## config.mk

```make
export PLATFORM = sky130hd
export DESIGN_NAME = p4_router_ing_arbiter
export DESIGN_NICKNAME = d
export VERILOG_FILES = /design/src/rtl/p4_router_ing_arbiter.sv
export SDC_FILE = /design/constraint.sdc
export NUM_CORES = 1
export LEC_CHECK = 0
export BUFFER_PORTS_ARGS = -buffer_cell sky130_fd_sc_hd__clkbuf_2
export CAP_MARGIN = 20
export CORE_AREA = 2 2 152 154
export DETAILED_ROUTE_END_ITERATION = 16
export DIE_AREA = 0 0 154 156
export GPL_ROUTABILITY_DRIVEN = 0
export GPL_TIMING_DRIVEN = 0
export HOLD_SLACK_MARGIN = 0.05
export PLACE_DENSITY = 0.4
export REMOVE_ABC_BUFFERS = 1
export SETUP_SLACK_MARGIN = 0.05
export SLEW_MARGIN = 30
export SYNTH_ARGS = -nofsm -noshare
export SYNTH_HDL_FRONTEND = slang
export SYNTH_SLANG_ARGS = --single-unit
```

## constraint.sdc

```tcl
create_clock -name clk_ifc -period 3 [get_ports clk_ifc]
set_input_delay 0.3 -clock clk_ifc [delete_from_list [all_inputs] [get_ports clk_ifc]]
set_output_delay 0.3 -clock clk_ifc [all_outputs]
set_load 0.02 [all_outputs]
```

## src/rtl/p4_router_ing_arbiter.sv

```systemverilog
// p4_router_ing_arbiter
//
// Packet-granular round-robin arbiter for the p4_router ingress path.
// Merges the per-port ingress packet buffers, already width-converted to
// DATA_BYTES, onto the single converged AXIS bus that feeds VNP4.
// One port owns the output for a whole packet. Every beat's tuser carries
// the index of the source port.
//
// Ports:
//   clk_ifc      - clock; all logic runs on its rising edge
//   sreset_ifc   - synchronous, active-high reset
//   in_tvalid    - per-port valid               [NUM_PORTS]
//   in_tready    - per-port ready               [NUM_PORTS]
//   in_tdata     - per-port data, port p at [p*DATA_BYTES*8 +: DATA_BYTES*8]
//   in_tkeep     - per-port byte keep           [NUM_PORTS*DATA_BYTES]
//   in_tlast     - per-port end of packet       [NUM_PORTS]
//   out_tvalid   - converged bus valid
//   out_tready   - converged bus ready
//   out_tdata    - data from the granted port
//   out_tkeep    - keep from the granted port
//   out_tlast    - last from the granted port
//   out_tuser    - granted port index, zero-extended
//   port_enable  - register-driven eligibility mask (1 = may be granted)
//   busy         - high while a packet is in transfer
//   cur_grant    - index of the current or most recent grant
//   pkt_done     - one-cycle pulse per port when one of its packets completes
module p4_router_ing_arbiter #(
    parameter int NUM_PORTS                    = 4,
    parameter int DATA_BYTES                   = 8,
    parameter int ING_PHYS_PORT_METADATA_WIDTH = 8,
    localparam int GW = $clog2(NUM_PORTS)
) (
    input  logic                                    clk_ifc,
    input  logic                                    sreset_ifc,
    input  logic [NUM_PORTS-1:0]                    in_tvalid,
    output logic [NUM_PORTS-1:0]                    in_tready,
    input  logic [NUM_PORTS*DATA_BYTES*8-1:0]       in_tdata,
    input  logic [NUM_PORTS*DATA_BYTES-1:0]         in_tkeep,
    input  logic [NUM_PORTS-1:0]                    in_tlast,
    output logic                                    out_tvalid,
    input  logic                                    out_tready,
    output logic [DATA_BYTES*8-1:0]                 out_tdata,
    output logic [DATA_BYTES-1:0]                   out_tkeep,
    output logic                                    out_tlast,
    output logic [ING_PHYS_PORT_METADATA_WIDTH-1:0] out_tuser,
    input  logic [NUM_PORTS-1:0]                    port_enable,
    output logic                                    busy,
    output logic [GW-1:0]                           cur_grant,
    output logic [NUM_PORTS-1:0]                    pkt_done
);

    localparam int DW = DATA_BYTES * 8;
    localparam int UW = ING_PHYS_PORT_METADATA_WIDTH;

    typedef enum logic {
        IDLE,
        XFER
    } state_t;

    state_t               r_state;
    state_t               w_next_state;
    logic [GW-1:0]        r_grant;
    logic [GW-1:0]        r_last_grant;
    logic [GW-1:0]        w_rr_grant;
    logic [GW-1:0]        w_cand;
    logic                 w_found;
    logic [NUM_PORTS-1:0] w_req;
    logic [NUM_PORTS-1:0] r_pkt_done;
    logic                 w_xfer;
    logic                 w_beat;
    logic                 w_eop;

    // Only ports that are both offering data and enabled compete.
    assign w_req  = in_tvalid & port_enable;
    assign w_xfer = (r_state == XFER);

    // Round-robin search: start one past the last winner and wrap, so the
    // port that just finished has the lowest priority next time round.
    // Reset leaves last_grant at NUM_PORTS-1 so port 0 wins first.
    always_comb begin
        w_found    = 1'b0;
        w_rr_grant = r_last_grant;
        w_cand     = r_last_grant;
        for (int k = 1; k <= NUM_PORTS; k++) begin
            w_cand = GW'((int'(r_last_grant) + k) % NUM_PORTS);
            if (!w_found && w_req[w_cand]) begin
                w_found    = 1'b1;
                w_rr_grant = w_cand;
            end
        end
    end

    // The output side is a plain mux onto the granted port, so the output
    // holds steady under backpressure whenever the source does.
    assign out_tvalid = w_xfer & in_tvalid[r_grant];
    assign out_tdata  = in_tdata[r_grant*DW +: DW];
    assign out_tkeep  = in_tkeep[r_grant*DATA_BYTES +: DATA_BYTES];
    assign out_tlast  = in_tlast[r_grant];
    assign out_tuser  = UW'(r_grant);

    assign w_beat = out_tvalid & out_tready;
    assign w_eop  = w_beat & out_tlast;

    // Only the granted port sees ready, and only during a transfer.
    always_comb begin
        in_tready = '0;
        if (w_xfer) begin
            in_tready[r_grant] = out_tready;
        end
    end

    // Next state: arbitrate only in IDLE, release the bus only on tlast.
    always_comb begin
        w_next_state = r_state;
        case (r_state)
            IDLE: if (w_found) w_next_state = XFER;
            XFER: if (w_eop)   w_next_state = IDLE;
            default:           w_next_state = IDLE;
        endcase
    end

    always_ff @(posedge clk_ifc) begin
        if (sreset_ifc) begin
            r_state <= IDLE;
        end else begin
            r_state <= w_next_state;
        end
    end

    // The grant is latched for the whole packet. A port disabled mid-packet
    // therefore keeps the bus until its tlast.
    always_ff @(posedge clk_ifc) begin
        if (sreset_ifc) begin
            r_grant      <= '0;
            r_last_grant <= GW'(NUM_PORTS - 1);
            r_pkt_done   <= '0;
        end else begin
            r_pkt_done <= '0;
            if (r_state == IDLE && w_found) begin
                r_grant      <= w_rr_grant;
                r_last_grant <= w_rr_grant;
            end
            if (w_eop) begin
                r_pkt_done[r_grant] <= 1'b1;
            end
        end
    end

    assign busy      = w_xfer;
    assign cur_grant = r_grant;
    assign pkt_done  = r_pkt_done;

endmodule
```

# After elaboration in Yosys (flattened, before gate mapping)
# Cells that the tools add are included.
classes:
  n_addsub: 4
  n_lt_le_gt_ge: 6
  shift: 2
  mux: 26
  bitwise_logic: 7
  reduce_logical: 9
ops:
  columns: ["operator", "count"]
  rows:
  - ["256-bit by 9-bit indexed part select with 64-bit output", 1]
  - ["32-bit by 6-bit indexed part select with 8-bit output", 1]
  - ["2-bit by 3-bit < comparator with 1-bit output (second input constant)", 5]
  - ["1-bit two-way mux", 13]
  - ["1-bit binary-select mux with 2-bit select", 6]
  - ["4-bit bitwise AND", 2]
  - ["2-bit two-way mux", 4]
  - ["1-bit logical AND", 5]
  - ["2-bit by 1-bit adder with 2-bit output (second input constant)", 2]
  - ["2-bit adder (second input constant)", 2]
  - ["4-bit two-way mux", 1]
  - ["1-bit bitwise AND", 3]
  - ["1-bit zero test", 3]
  - ["1-bit demux with 2-bit select", 1]
  - ["2-bit by 1-bit greater-or-equal comparator with 1-bit output (second input constant)", 1]
  - ["1-bit NOT", 2]
  - ["1-bit case mux with 2 select lines", 1]
  - ["2-bit OR reduction", 1]
word_totals:
  ff_bits: 9
  out_inout_bits: 93
  elab_cells: 58

# Depth between registers and ports, before layout
# Gate-level depths: netlist (run 1).
logic_depth:
  word_depth: 15
  mapped_depth: 6
  ltp_nobuf: 4

# Worst setup path before layout (run 1)
# Ideal clock, no wire load.
synth_path:
  kind: "reg2out"
  startpoint: "register r_grant[0], in the netlist cur_grant[0]"
  endpoint: "output port out_tdata[33]"
  arrival_ns: 1.532
  required_ns: 2.700
  path_slack_ns: 1.168
  stages_incl_launch_ff: 5
  n_path_buf: 3
  path_cell_list: "dfxtp_1 > buf_6 > buf_6 > buf_6 > mux4_2"
synth_between:
  elab_chain_cells: 1
synth_lines:
  columns: ["element", "line", "text"]
  rows:
  - ["start: declaration", "62", "logic [GW-1:0] r_grant;"]
  - ["start signal: assignment", "140", "r_grant <= w_rr_grant;"]
  - ["256-bit by 9-bit indexed part select with 64-bit output", "96", "assign out_tdata = in_tdata[r_grant*DW +: DW];"]
  - ["end: declaration", "42", "output logic [DATA_BYTES*8-1:0] out_tdata,"]
# No other way between the ends.

# Worst setup path after layout (run 1)
layout_path:
  startpoint: "register r_grant[1], in the netlist cur_grant[1]"
  endpoint: "output port out_tvalid"
layout_between:
  elab_chain_cells: 3
layout_lines:
  columns: ["element", "line", "text"]
  rows:
  - ["1-bit binary-select mux with 2-bit select", "95", "assign out_tvalid = w_xfer & in_tvalid[r_grant];"]
  - ["1-bit two-way mux (implied by the code)", "95", null]
  - ["1-bit bitwise AND", "95", null]
  - ["end: declaration", "40", "output logic out_tvalid,"]
# No other way between the ends. The select of a mux whose other input is x is not followed.

==> results.md, run 1 <==
- Counting tap cells, the placed design contains a total of 810 instances.
- The total DRC errors in the routed layout is 0.
- By area the synthesized netlist is led by sky130_fd_sc_hd__mux4_2, sky130_fd_sc_hd__dfxtp_1, sky130_fd_sc_hd__buf_4, sky130_fd_sc_hd__buf_2, sky130_fd_sc_hd__nor2_1.
- The die boundary width is ~150 microns.
- The standby leakage power is roughly 2.3 nW.
- Once the floorplan was initialized, standard cells occupied between 10% and 20% of the core.
- The part of the cycle the worst path needs is between 80% and 90%.
- The combinational cell fraction of total power is between 70% and 80%.
- For this run, the register share of the synthesized area comes to between 7 and 8%.
- The cell count after synthesis came out at about 150.
- The data required time of the critical path is 2.70 ns.
- The number of hold buffers added after CTS was 0.
- Each instance of the synthesized netlist takes up on average roughly 15 sq um.
- The iteration-0 DRC count of the detailed router is around 170.
- The largest total area in the synthesized netlist belongs to sky130_fd_sc_hd__mux4_2.
- The die covers 24020 sq um.
- The final count of hold timing violations is 0.
- Using the TritonRoute via totals, the vias-per-cell ratio works out to just under 4.
- Yosys mapped a number of flops with a built-in enable equal to 0.
- Global routing finished with a remaining overflow of 0.
- The worst setup slack after placement is about 0.74 ns.
- For the final database, setup skew stands at ~0.002 ns.
- The post-layout minimum cycle time is 2.471 ns.
- The detailed router placed between 3000 and 4000 vias in this run.
- The register bit total from synthesis is 9.
- VDD sags by at most between 0.3 and 0.4 mV.
- Global routing used 11.03% of the available tracks across all layers.
- The number of antenna cells inserted is 0.
- The maximum level of the CTS H-tree is 1.
- For this design, the sink count on the clock tree is 9.
- The run finished with clean final reports.
- Of the cells placed in the final design, the portion with a size suffix greater than 1 is around nine tenths.
- The clock slew at the register clock pins of the worst setup and hold paths is ~0.04 ns.
- The number of warnings issued by yosys is 0.
- Setup violations remaining at the end of the flow were counted as 0.
- For the worst setup path, the data arrival time is 2.17 ns.
- Setup repair after global routing left no endpoint under its margin.
- The number of global-route vias before repair is between 3000 and 4000.
- The average routed wire per standard cell is approximately 17 microns.
- Once layout is complete, the cells apart from fillers number between 800 and 900.
- For this run, the post-layout net count is 833.
- The critical path goes through buf_12 -> mux4_2 -> and2_1 -> clkbuf_2.
- Power spread over the standard cell area amounts to 350.2 nW/um^2.
- The number of buffers and inverters on the critical path is 2.
- The mapped netlist covers 2285 sq um.
- For the worst-skew pair, the clock arrives at the later sink with an insertion delay of 0.23 ns.
- The type of element capturing the critical path is an output pin.
- Net switching is 44.65% of the power.
- The number of cells upsized or downsized after cts is 0.
- The post-detailed-route count of antenna-violating nets is 0.
- Summed over its instances, the top area cell type makes up ~73% of the synthesized netlist area.
- The number of I/O pins is 396.
- Sequential cells account for 11.7% of the total power.
- In this design, the stage delay of the slowest critical-path cell is about 0.7 ns.
- The largest individual stage delay along the critical path comes from the cell sky130_fd_sc_hd__dfxtp_4.
- The largest net degree at the start of global routing is 43.
- The worst hold path belongs to the class primary input to flip-flop.
- The count of pins over their slew limit is 0.
- The post-route setup TNS is 0 ns.
- The cell internal power dissipation is 0.8914 mW.
- Among all cell types in the netlist, the one instantiated most often is sky130_fd_sc_hd__mux4_2.
- The maximum clock insertion buffer count is 2.
- Ranked by instance count, the synthesized netlist is headed by sky130_fd_sc_hd__mux4_2, sky130_fd_sc_hd__nor2_1, sky130_fd_sc_hd__buf_4.
- The chip height is ~160 microns.
- The distinct cell type count of the synthesized netlist is 30.
- The maximum fanout encountered on the critical timing path is 42.
- For this run, the leading register cell type out of synthesis is sky130_fd_sc_hd__dfxtp_1.
- The HPWL after detailed placement is approximately 13 mm.
- The tool flagged a number of max-cap violations equal to 0.
- The clock network accounts for 14.9% of the total power.
- The normalized max-slew margin is between 50 and 60%.
- The first detailed-routing pass ran for 4 iterations.
- The proportion of register bits with asynchronous set or reset after synthesis is 0%.
- The highest clock rate is a little over 400 MHz.
- The relative area change from synthesis to final layout is 101.3%.
- Hold is met by between 0.3 and 0.4 ns.
- The buffer type at the clock tree root is sky130_fd_sc_hd__clkbuf_16.
- The post-route worst setup slack is about 0.53 ns.
- The net switching power is roughly 0.7 mW.
- The floorplan has 55 rows.
- The number of clock buffers added by TritonCTS is 3.
- The first global-routing pass estimated a little over 20 mm of wire.
- The core outline area is approximately 22000 sq um.
- The initial antenna violation count is 0.
- The routed design has about 14 mm of wire.
- The sort of element at the start of the critical path is a flip-flop.
- For the pin with the worst max-slew slack, the measured transition is 0.6086 ns.
- The setup path with the least slack is of type flip-flop to output pin.
- The number of port buffers is between 300 and 400.
- The number of fill cells is between 2000 and 3000.
- The CTS tree is done.
- The post-CTS setup-driven buffer insertion count is 0.
- The cell family contributing the most delay on the critical path is flip-flops.
==> power groups by stage <==
stage / registers (mW) / logic, mW / clock network (mW)
final: 0.188 / 1.18 / 0.239
after global routing: 0.196 / 1.26 / 0.259
after CTS: 0.191 / 1.21 / 0.249
after detailed placement: 0.193 / 1.20 / 0
after global placement: 0.279 / 1.16 / 0
after floorplan: 0.246 / 0.659 / 0
==> logic make-up (layout without fill, tap and decap cells) <==
kind of cell | Yosys count | count (layout) | share of synthesized area (%)
and+or+nand+nor | 27 | 27 | 5.312
DFF | 9 | 9 | 7.886
buffers and inverters | 27 | 397 | 7.557
other | 1 | 6 | 0.1641
muxes | 74 | 74 | 72.95
AOI/OAI and AO/OA | 16 | 16 | 6.134
==> final timing paths <==
| kind | start | endpoint | slack, ns | depth (start not counted) |
|---|---|---|---|---|
| max | cur_grant[1] | out_tvalid | 0.53 | 4 |
| min | sreset_ifc | cur_grant[1] | 0.32 | 2 |
| max reg2reg | cur_grant[1] | pkt_done[0] | 0.95 | 4 |
| min reg2reg | r_last_grant[0] | r_last_grant[0] | 0.56 | 1 |
==> flip-flops by register name (all words and copies together) (netlist names) <==
register	cells
r_last_grant	2
pkt_done	4
busy	1
cur_grant	2
==> final cells by class <==
type                            instances  area, sq um  area share (%)
Sequential cell                         9        187.7           4.081
Inverter                                1        3.754         0.08161
Clock buffer                            4        78.83           1.714
Multi-Input combinational cell        123         1951           42.41
Timing Repair Buffer                  392         2022           43.96
Tap cell                              285        356.6           7.753
==> routing by layer <==
metal	vias to the layer above	part of all wire (%)	track usage (%)
met5	-	0	0
met4	0	1.4	1.869
met3	12	8.4	2.278
met2	215	50	20.03
met1	1541	40	13.63
li1	1440	-	-
==> cell usage in the layout (no fill, tap or decap), types with 2 or more instances in the layout <==
cell / instances
sky130_fd_sc_hd__mux4_2: 74
sky130_fd_sc_hd__dfxtp_1: 7
sky130_fd_sc_hd__buf_16: 2
sky130_fd_sc_hd__clkbuf_16: 3
sky130_fd_sc_hd__conb_1: 6
sky130_fd_sc_hd__nand3_1: 3
sky130_fd_sc_hd__clkbuf_2: 389
sky130_fd_sc_hd__dfxtp_4: 2
sky130_fd_sc_hd__a22oi_1: 2
sky130_fd_sc_hd__nand2b_1: 2
sky130_fd_sc_hd__nor3_1: 2
sky130_fd_sc_hd__nand2_1: 6
sky130_fd_sc_hd__nor2_1: 11
sky130_fd_sc_hd__o21bai_1: 2
==> stage by stage <==
step / cell area, sq um / util, % / power, mW
3_5_place_dp: 4521 / 20.21 / 1.394
6_report: 4599 / 20.57 / 1.611
5_1_grt: 4599 / 20.57 / 1.719
2_1_floorplan: 2135 / - / 0.9049
4_1_cts: 4599 / 20.57 / 1.646
3_3_place_gp: 4438 / 19.84 / 1.439
Note: power is estimated with default switching activity, not from simulation.
==> inputs of run 2 (changes only) <==
--- a/config.mk
+++ b/config.mk
@@ -13,7 +13,7 @@
 export GPL_ROUTABILITY_DRIVEN = 0
 export GPL_TIMING_DRIVEN = 0
 export HOLD_SLACK_MARGIN = 0.05
-export PLACE_DENSITY = 0.4
+export PLACE_DENSITY = 0.41
 export REMOVE_ABC_BUFFERS = 1
 export SETUP_SLACK_MARGIN = 0.05
 export SLEW_MARGIN = 30
==> constraint.sdc (replaced) <==
create_clock -name clk_ifc -period 2.2 [get_ports clk_ifc]
set_input_delay 0.22 -clock clk_ifc [delete_from_list [all_inputs] [get_ports clk_ifc]]
set_output_delay 0.22 -clock clk_ifc [all_outputs]
set_load 0.02 [all_outputs]
==> results.md, run 2 (synthesis results as in run 1) <==
- Run status: finished, final reports clean (unchanged).
- The total of endpoints with negative setup slack in the final report is 0 (unchanged).
- The die boundary width is 154 microns (unchanged).
- RSZ-0062 raised after global routing: no (unchanged).
- The placement-stage cell area is 4528 sq um (was 4521 sq um).
- The number of global-route vias before repair is 3411 (was 3421).
- The cell area power density was 480.6 nW/um^2 (was 350.2 nW/um^2).
- The routed design could run at a clock period as short as 1.966 ns.
- The total DRC errors in the routed layout is 0 (unchanged).
- The number of port buffers was 389 (unchanged).
- The clock sink count is 9 (unchanged).
- The post-route worst setup slack was 0.2338 ns (was 0.5291 ns).
- The max-cap check violation count is 0 (unchanged).
- The final routed wirelength across all metal layers is 14.69 mm (was 14.09 mm).
- The number of antenna cells inserted came to 0 (unchanged).
- The chip height is 156 microns (unchanged).
- The count of pins over their slew limit was 0 (unchanged).
- The clock slew at the register clock pins of the worst setup and hold paths came to 0.04 ns (about the same).
- The buffer type at the clock tree root is sky130_fd_sc_hd__clkbuf_16 (unchanged).
- The proportion of power drawn by flip-flops and latches is 9.1% (was 11.7%).
- The worst path uses approximately nine tenths of the clock period.
- The class of the most critical hold timing path is primary input to flip-flop (unchanged).
- The maximum clock insertion buffer count is 2 (unchanged).
- The data arrival time of the critical path is 1.75 ns (was 2.17 ns).
- The commonest non-fill, non-tap cell in the layout is sky130_fd_sc_hd__clkbuf_2 (unchanged).
- The average routed wire per standard cell came to 17.91 microns (was 17.31 microns).
- The sort of element at the start of the critical path is a flip-flop (unchanged).
- The number of I/O pins was 396 (unchanged).
- The final cell count without fillers is 820 (was 814).
- Static timing analysis puts the maximum clock frequency at just over 500 MHz.
- The CTS tree was done (unchanged).
- The final setup skew is 0.002763 ns (was 0.001973 ns).
- The total power draw is 2.243 mW (was 1.611 mW).
- Highest-count cells in the layout ignoring fill and taps: sky130_fd_sc_hd__clkbuf_2, sky130_fd_sc_hd__mux4_2, sky130_fd_sc_hd__nor2_1 (unchanged).
- The final layout net count came to 839 (was 833).
- The initial antenna violation count is 2 (was 0).
- The largest net degree at the start of global routing came to 44 (was 43).
- The iteration-0 DRC count of the detailed router is 128 (was 173).
- The global-route wire length before repair is 20.75 mm (was 20.36 mm).
- The number of search-and-repair iterations in the first detailed-routing pass is 4 (unchanged).
- The critical path start-end classification is flip-flop to output pin (unchanged).
- The worst setup slack after placement is 0.01962 ns (was 0.7360 ns).
- The detail-routed via count per cell was 3.974 (was 3.941).
- The master of the slowest instance on the critical path is sky130_fd_sc_hd__mux4_2 (was sky130_fd_sc_hd__dfxtp_4).
- The count of vias placed by the detailed router is 3259 (was 3208).
- The fraction of power spent switching nets was 44.56% (was 44.65%).
- The global routing usage summed across all routing layers is 11.37% (was 11.03%).
- The largest vdd supply drop is 0.2456 mV (was 0.3361 mV).
- The total clock buffers created by CTS came to 3 (unchanged).
- The combinational cell fraction of total power is 76.5% (was 73.5%).
- The relative area change from synthesis to final layout is 104.3% (was 101.3%).
- The total number of placement rows is 55 (unchanged).
- The post-DP HPWL is 12.83 mm (was 12.91 mm).
- The clock insertion delay at the later pin of the skew report is 0.23 ns (about the same).
- The final instance area was 4668 sq um (was 4599 sq um).
- The post-detailed-route count of antenna-violating nets is 0 (unchanged).
- The final count of hold timing violations was 0 (unchanged).
- The standby leakage power is 2.325 nW (was 2.286 nW).
- The number of flip-flops in the largest register is 4 (unchanged).
- The type of element capturing the critical path is an output pin (unchanged).
- The cell internal power dissipation is 1.244 mW (was 0.8914 mW).
- The die outline area was 24020 sq um (unchanged).
- The maximum level of the CTS H-tree is 1 (unchanged).
- The effective utilization at floorplan is 10.22% (unchanged).
- The data required time of the critical path is 1.98 ns (was 2.70 ns).
- The number of fill cells is 2533 (was 2505).
- The worst stage delay on the critical path is 0.60 ns (was 0.71 ns).
- The total grt overflow is 0 (unchanged).
- The maximum fanout encountered on the critical timing path is 33 (was 42).
- The core outline area was 22370 sq um (unchanged).
- The net switching power is 0.9995 mW (was 0.7192 mW).
- The clock network fraction of design power was 14.3% (was 14.9%).
- Ordered cell list for the critical path: buf_16 -> mux4_2 -> clkbuf_2 (was buf_12 -> mux4_2 -> and2_1 -> clkbuf_2).
- The fraction of layout instances using a drive strength above 1 is 89.91% (was 89.79%).
- The placed instance count came to 810 (unchanged).
run 2: cell count changes in the layout (fill, tap and decap cells not counted):
cell,before,now
sky130_fd_sc_hd__buf_6,0,1
sky130_fd_sc_hd__buf_16,2,3
sky130_fd_sc_hd__buf_4,0,4
run 2: per-stage QoR:
step / utilization, % / setup TNS, ns / hold slack, ns
after floorplan: - / -190.69 / 0.2921
after global placement: 19.84 / -282.67 / 0.4979
after detailed placement: 20.25 / 0 / 0.4888
after CTS: 20.81 / 0 / 0.2441
after global routing: 20.87 / 0 / 0.2643
final: 20.87 / 0 / 0.2491
run 2: what timing repair did:
item | 4_1_cts | 5_1_grt
buffers inserted | 4 | 2
pin swaps | 0 | 0
gates resized for setup | 0 | 0
hold buffers | 0 | 0
endpoints found under the setup margin | 10 | 1
run 2: cell type report:
cell class                      instances  area [sq um]  share of cell area (%)
Tap cell                              285         356.6                   7.639
Timing Repair Buffer                  398          2091                   44.79
Clock buffer                            4         78.83                   1.689
Inverter                                1         3.754                 0.08041
Sequential cell                         9         187.7                   4.020
Multi-Input combinational cell        123          1951                   41.79
run 2: per-layer routing:
layer | track usage, % | part of all wire, % | up-vias
met3 | 3.278 | 9.4 | 16
met5 | 0 | 0.18 | -
met2 | 20.01 | 49 | 201
met1 | 14.15 | 40 | 1582
li1 | - | - | 1456
met4 | 1.513 | 0.76 | 4
run 2: path summary, 6_finish.rpt:
check                  start              end  slack, ns  cells past startpoint
max             cur_grant[0]    out_tdata[40]       0.23                      3
min               sreset_ifc     cur_grant[1]       0.25                      2
max reg2reg     cur_grant[0]      pkt_done[0]       0.61                      4
min reg2reg  r_last_grant[0]  r_last_grant[0]       0.56                      1
run 2: power groups by stage:
stage,sequential [mW],combinational [mW],clock (mW)
2_1_floorplan,0.335,0.899,0
3_3_place_gp,0.383,1.58,0
3_5_place_dp,0.262,1.64,0
4_1_cts,0.219,1.72,0.332
5_1_grt,0.208,1.82,0.343
6_report,0.205,1.72,0.322
run 2: critical path: cells and delay by family (launching register included):
| kind | cells | cell delay [ns] |
|---|---|---|
| flip-flops | 1 | 0.43 |
| buffers and inverters | 2 | 0.45 |
| multiplexers | 1 | 0.60 |
==> inputs of run 3 (changes only) <==
--- a/config.mk
+++ b/config.mk
@@ -5,15 +5,16 @@
 export SDC_FILE = /design/constraint.sdc
 export NUM_CORES = 1
 export LEC_CHECK = 0
+export ABC_AREA = 1
 export BUFFER_PORTS_ARGS = -buffer_cell sky130_fd_sc_hd__clkbuf_2
 export CAP_MARGIN = 20
-export CORE_AREA = 2 2 152 154
+export CORE_AREA = 2 2 156 158
 export DETAILED_ROUTE_END_ITERATION = 16
-export DIE_AREA = 0 0 154 156
+export DIE_AREA = 0 0 158 160
 export GPL_ROUTABILITY_DRIVEN = 0
 export GPL_TIMING_DRIVEN = 0
 export HOLD_SLACK_MARGIN = 0.05
-export PLACE_DENSITY = 0.41
+export PLACE_DENSITY = 0.4
 export REMOVE_ABC_BUFFERS = 1
 export SETUP_SLACK_MARGIN = 0.05
 export SLEW_MARGIN = 30
==> constraint.sdc (replaced) <==
create_clock -name clk_ifc -period 1.6 [get_ports clk_ifc]
set_input_delay 0.16 -clock clk_ifc [delete_from_list [all_inputs] [get_ports clk_ifc]]
set_output_delay 0.16 -clock clk_ifc [all_outputs]
set_load 0.02 [all_outputs]
==> results.md, run 3 <==
- The final count of hold timing violations is 0 (unchanged).
- The global routing usage summed across all routing layers came to 14.44% (was 11.37%).
- The total clock buffers created by CTS is 3 (unchanged).
- The standby leakage power came to 3.289 nW (was 2.325 nW).
- The initial antenna violation count is 1 (was 2).
- The buffer type at the clock tree root is sky130_fd_sc_hd__clkbuf_16 (unchanged).
- The worst setup path endpoint is out_tdata[62] (was out_tdata[40]).
- The sort of element at the start of the critical path was a flip-flop (unchanged).
- The number of global-route vias before repair was 4575 (was 3411).
- The proportion of register bits with asynchronous set or reset after synthesis is 0% (unchanged).
- The critical path start-end classification is flip-flop to output pin (unchanged).
- The checks that failed: setup timing.
- The most common flop cell mapped by yosys is sky130_fd_sc_hd__dfxtp_1 (unchanged).
- The total number of placement rows is 57 (was 55).
- Run status: finished with violations (was finished, final reports clean).
- The CTS tree is done (unchanged).
- The reg2reg setup slack was 0.01 ns (was 0.61 ns).
- The global-route wire length before repair was 27.58 mm (was 20.75 mm).
- The routing usage on met1 is 19.34% (was 14.15%).
- The relative area change from synthesis to final layout is 181.2% (was 104.3%).
- The detail-routed via count per cell is 4.117 (was 3.974).
- The number of port buffers is 389 (unchanged).
- The number of flip-flops in the largest register is 4 (unchanged).
- The register bit total from synthesis is 9 (unchanged).
- The clock insertion delay at the later pin of the skew report was 0.24 ns (was 0.23 ns).
- The number of antenna cells inserted is 0 (unchanged).
- The path depth of the worst reg2reg path is 9 (was 4).
- The die boundary width was 158 microns (was 154 microns).
- The core outline area is 23820 sq um (was 22370 sq um).
- The effective utilization at floorplan came to 9.796% (was 10.22%).
- The data required time of the critical path is 1.44 ns (was 1.98 ns).
- The maximum clock insertion buffer count was 2 (unchanged).
- The area share of the leading cell type in the synthesized netlist is 34.42% (was 72.95%).
- The final layout net count is 1127 (was 839).
- The post-detailed-route count of antenna-violating nets came to 0 (unchanged).
- The placed instance count is 1098 (was 810).
- The commonest non-fill, non-tap cell in the layout is sky130_fd_sc_hd__clkbuf_2 (unchanged).
- The number of flops mapped to enable cells by yosys was 0 (unchanged).
- The maximum fanout encountered on the critical timing path came to 6 (was 33).
- The cell area power density was 1517 nW/um^2 (was 480.6 nW/um^2).
- RSZ-0062 raised after global routing: yes (was no).
- The global routing met3 resource utilization came to 1.710% (was 3.278%).
- Commonest cells in the netlist: sky130_fd_sc_hd__nand2_1, sky130_fd_sc_hd__a22oi_1, sky130_fd_sc_hd__nand3_1 (was sky130_fd_sc_hd__mux4_2, sky130_fd_sc_hd__nor2_1, sky130_fd_sc_hd__buf_4).
- The worst setup slack after placement came to -0.3469 ns (was 0.01962 ns).
- The origin of the critical flop-to-flop path is cur_grant[0] (unchanged).
- The die outline area is 25280 sq um (was 24020 sq um).
- The sequential area share after synthesis was 7.721% (was 7.886%).
- The iteration-0 DRC count of the detailed router is 246 (was 128).
- The number of search-and-repair iterations in the first detailed-routing pass is 4 (unchanged).
- The synthesized cell area is 2333 sq um (was 2285 sq um).
- The most common cell in the synthesized netlist is sky130_fd_sc_hd__nand2_1 (was sky130_fd_sc_hd__mux4_2).
- The cell type contributing the most total cell area after synthesis is sky130_fd_sc_hd__a22oi_1 (was sky130_fd_sc_hd__mux4_2).
- The final routed wirelength across all metal layers is 20.97 mm (was 14.69 mm).
- The distinct cell type count of the synthesized netlist is 22 (was 30).
- The post-DP HPWL is 13.78 mm (was 12.83 mm).
- The post-layout minimum cycle time is around 1.7 ns.
- The source of the critical timing path is cur_grant[0] (unchanged).
- The post-route setup TNS is -5.591 ns (was 0 ns).
- The total grt overflow is 0 (unchanged).
- The max-cap check violation count is 0 (unchanged).
- The data arrival time of the critical path is 1.57 ns (was 1.75 ns).
- The average routed wire per standard cell is 18.29 microns (was 17.91 microns).
- The count of pins over their slew limit is 0 (unchanged).
- The type of element capturing the critical path is an output pin (unchanged).
- Highest-count cells in the layout ignoring fill and taps: sky130_fd_sc_hd__clkbuf_2, sky130_fd_sc_hd__nand2_1, sky130_fd_sc_hd__a22oi_2 (was sky130_fd_sc_hd__clkbuf_2, sky130_fd_sc_hd__mux4_2, sky130_fd_sc_hd__nor2_1).
- The count of vias placed by the detailed router is 4722 (was 3259).
- The total of endpoints with negative setup slack in the final report is 74 (was 0).
- The average cell area after synthesis is 5.596 sq um (was 14.84 sq um).
- The worst path uses 107.8% of the clock period.
- The capturing point of the worst reg2reg path is pkt_done[1] (was pkt_done[0]).
- The met2 global-route usage is 25.55% (was 20.01%).
- Main area contributors after synthesis: sky130_fd_sc_hd__a22oi_1, sky130_fd_sc_hd__nand2_1, sky130_fd_sc_hd__nand3_1, sky130_fd_sc_hd__dfxtp_1, sky130_fd_sc_hd__buf_2 (was sky130_fd_sc_hd__mux4_2, sky130_fd_sc_hd__dfxtp_1, sky130_fd_sc_hd__buf_4, sky130_fd_sc_hd__buf_2, sky130_fd_sc_hd__nor2_1).
- The largest vdd supply drop is 1.002 mV (was 0.2456 mV).
- The class of the most critical hold timing path is primary input to flip-flop (unchanged).
- The chip height is 160 microns (was 156 microns).
- The post-route worst setup slack came to -0.1255 ns (was 0.2338 ns).
- The layer with the highest usage after global routing is met2 (unchanged).
- The final cell count without fillers came to 1147 (was 820).
- The maximum level of the CTS H-tree is 1 (unchanged).
- The largest net degree at the start of global routing is 22 (was 44).
- The number of warnings issued by yosys came to 0 (unchanged).
- The clock sink count was 9 (unchanged).
- The fraction of layout instances using a drive strength above 1 was 68.29% (was 89.91%).
- The cell count after synthesis is 417 (was 154).
- The final setup skew was 0.001073 ns (was 0.002763 ns).
- The clock slew at the register clock pins of the worst setup and hold paths came to 0.04 ns (about the same).
- The total DRC errors in the routed layout is 0 (unchanged).
- The number of I/O pins was 396 (unchanged).
- The highest clock rate is 579.6 MHz.
-- run 3: cell types whose count changed after synthesis, sizes merged, moves of 3 or more --
cell	before	now
a22oi	2	108
buf	22	38
inv	1	11
mux4	74	0
nand2	6	167
nand3	3	56
nor2	11	14
-- run 3: worst max-delay path, cell delays in order (launching register included) --
cell	delay (ns)
sky130_fd_sc_hd__dfxtp_4	0.35
sky130_fd_sc_hd__buf_6	0.12
sky130_fd_sc_hd__nor2_4	0.15
sky130_fd_sc_hd__buf_12	0.19
sky130_fd_sc_hd__clkbuf_16	0.17
sky130_fd_sc_hd__a22oi_1	0.08
sky130_fd_sc_hd__nand3_1	0.09
sky130_fd_sc_hd__clkbuf_8	0.15
-- run 3: power by group --
part	switching, mW	internal (mW)	total (mW)
Sequential	0.122	0.295	0.417
Clock	0.115	0.334	0.449
Combinational	4.69	4.40	9.09
Total	4.93	5.03	9.95
-- run 3: worst min-delay path by stage --
stage | from | end | slack, ns | cells after the start
4_1_cts | sreset_ifc | cur_grant[1] | 0.13 | 2
3_3_place_gp | sreset_ifc | cur_grant[1] | 0.38 | 2
3_5_place_dp | sreset_ifc | busy | 0.39 | 2
6_report | sreset_ifc | busy | 0.13 | 2
5_1_grt | sreset_ifc | busy | 0.14 | 2
2_1_floorplan | sreset_ifc | busy | 0.23 | 1
-- run 3: layout make-up --
| class | count | area (sq um) |
|---|---|---|
| timing repair inverter | 6 | 65.06 |
| clock buffer | 4 | 78.83 |
| sequential | 9 | 195.2 |
| tap | 324 | 405.4 |
| fill | 2655 | 17260 |
| multi-input combinational | 359 | 2374 |
| inverter | 11 | 102.6 |
| timing repair buffer | 434 | 3341 |
-- run 3: cell families (layout without fill, tap and decap cells) --
kind of cell    count (synthesis)  count (layout)  synth area share (%)
compound gates                114             114                 36.46
other cells                     1               6                0.1607
buf+inv                        54             455                 12.39
flops                           9               9                 7.721
simple gates                  239             239                 43.27
-- run 3: repair_timing --
item,in CTS,in global routing
pin swaps,21,32
buffers inserted,21,5
resized for setup,225,99
setup endpoints to repair,84,84
hold buffers,0,0
cloned,15,7
-- run 3: through the flow --
stage                     power (mW)  utilization [%]  cell area, sq um  hold WS, ns
after detailed placement       5.940            19.38              4617       0.3899
after floorplan                3.474                -              2107       0.2291
after global placement         4.748            18.72              4459       0.3836
final                          9.953            27.54              6561       0.1337
after global routing           10.53            27.54              6561       0.1383
after CTS                      9.345            25.63              6106       0.1350
-- run 3: per-layer routing --
layer,part of all wire [%],wire (microns)
met1,44,9155
met2,49,10280
met3,6.9,1457
met4,0.31,64
met5,0.057,12
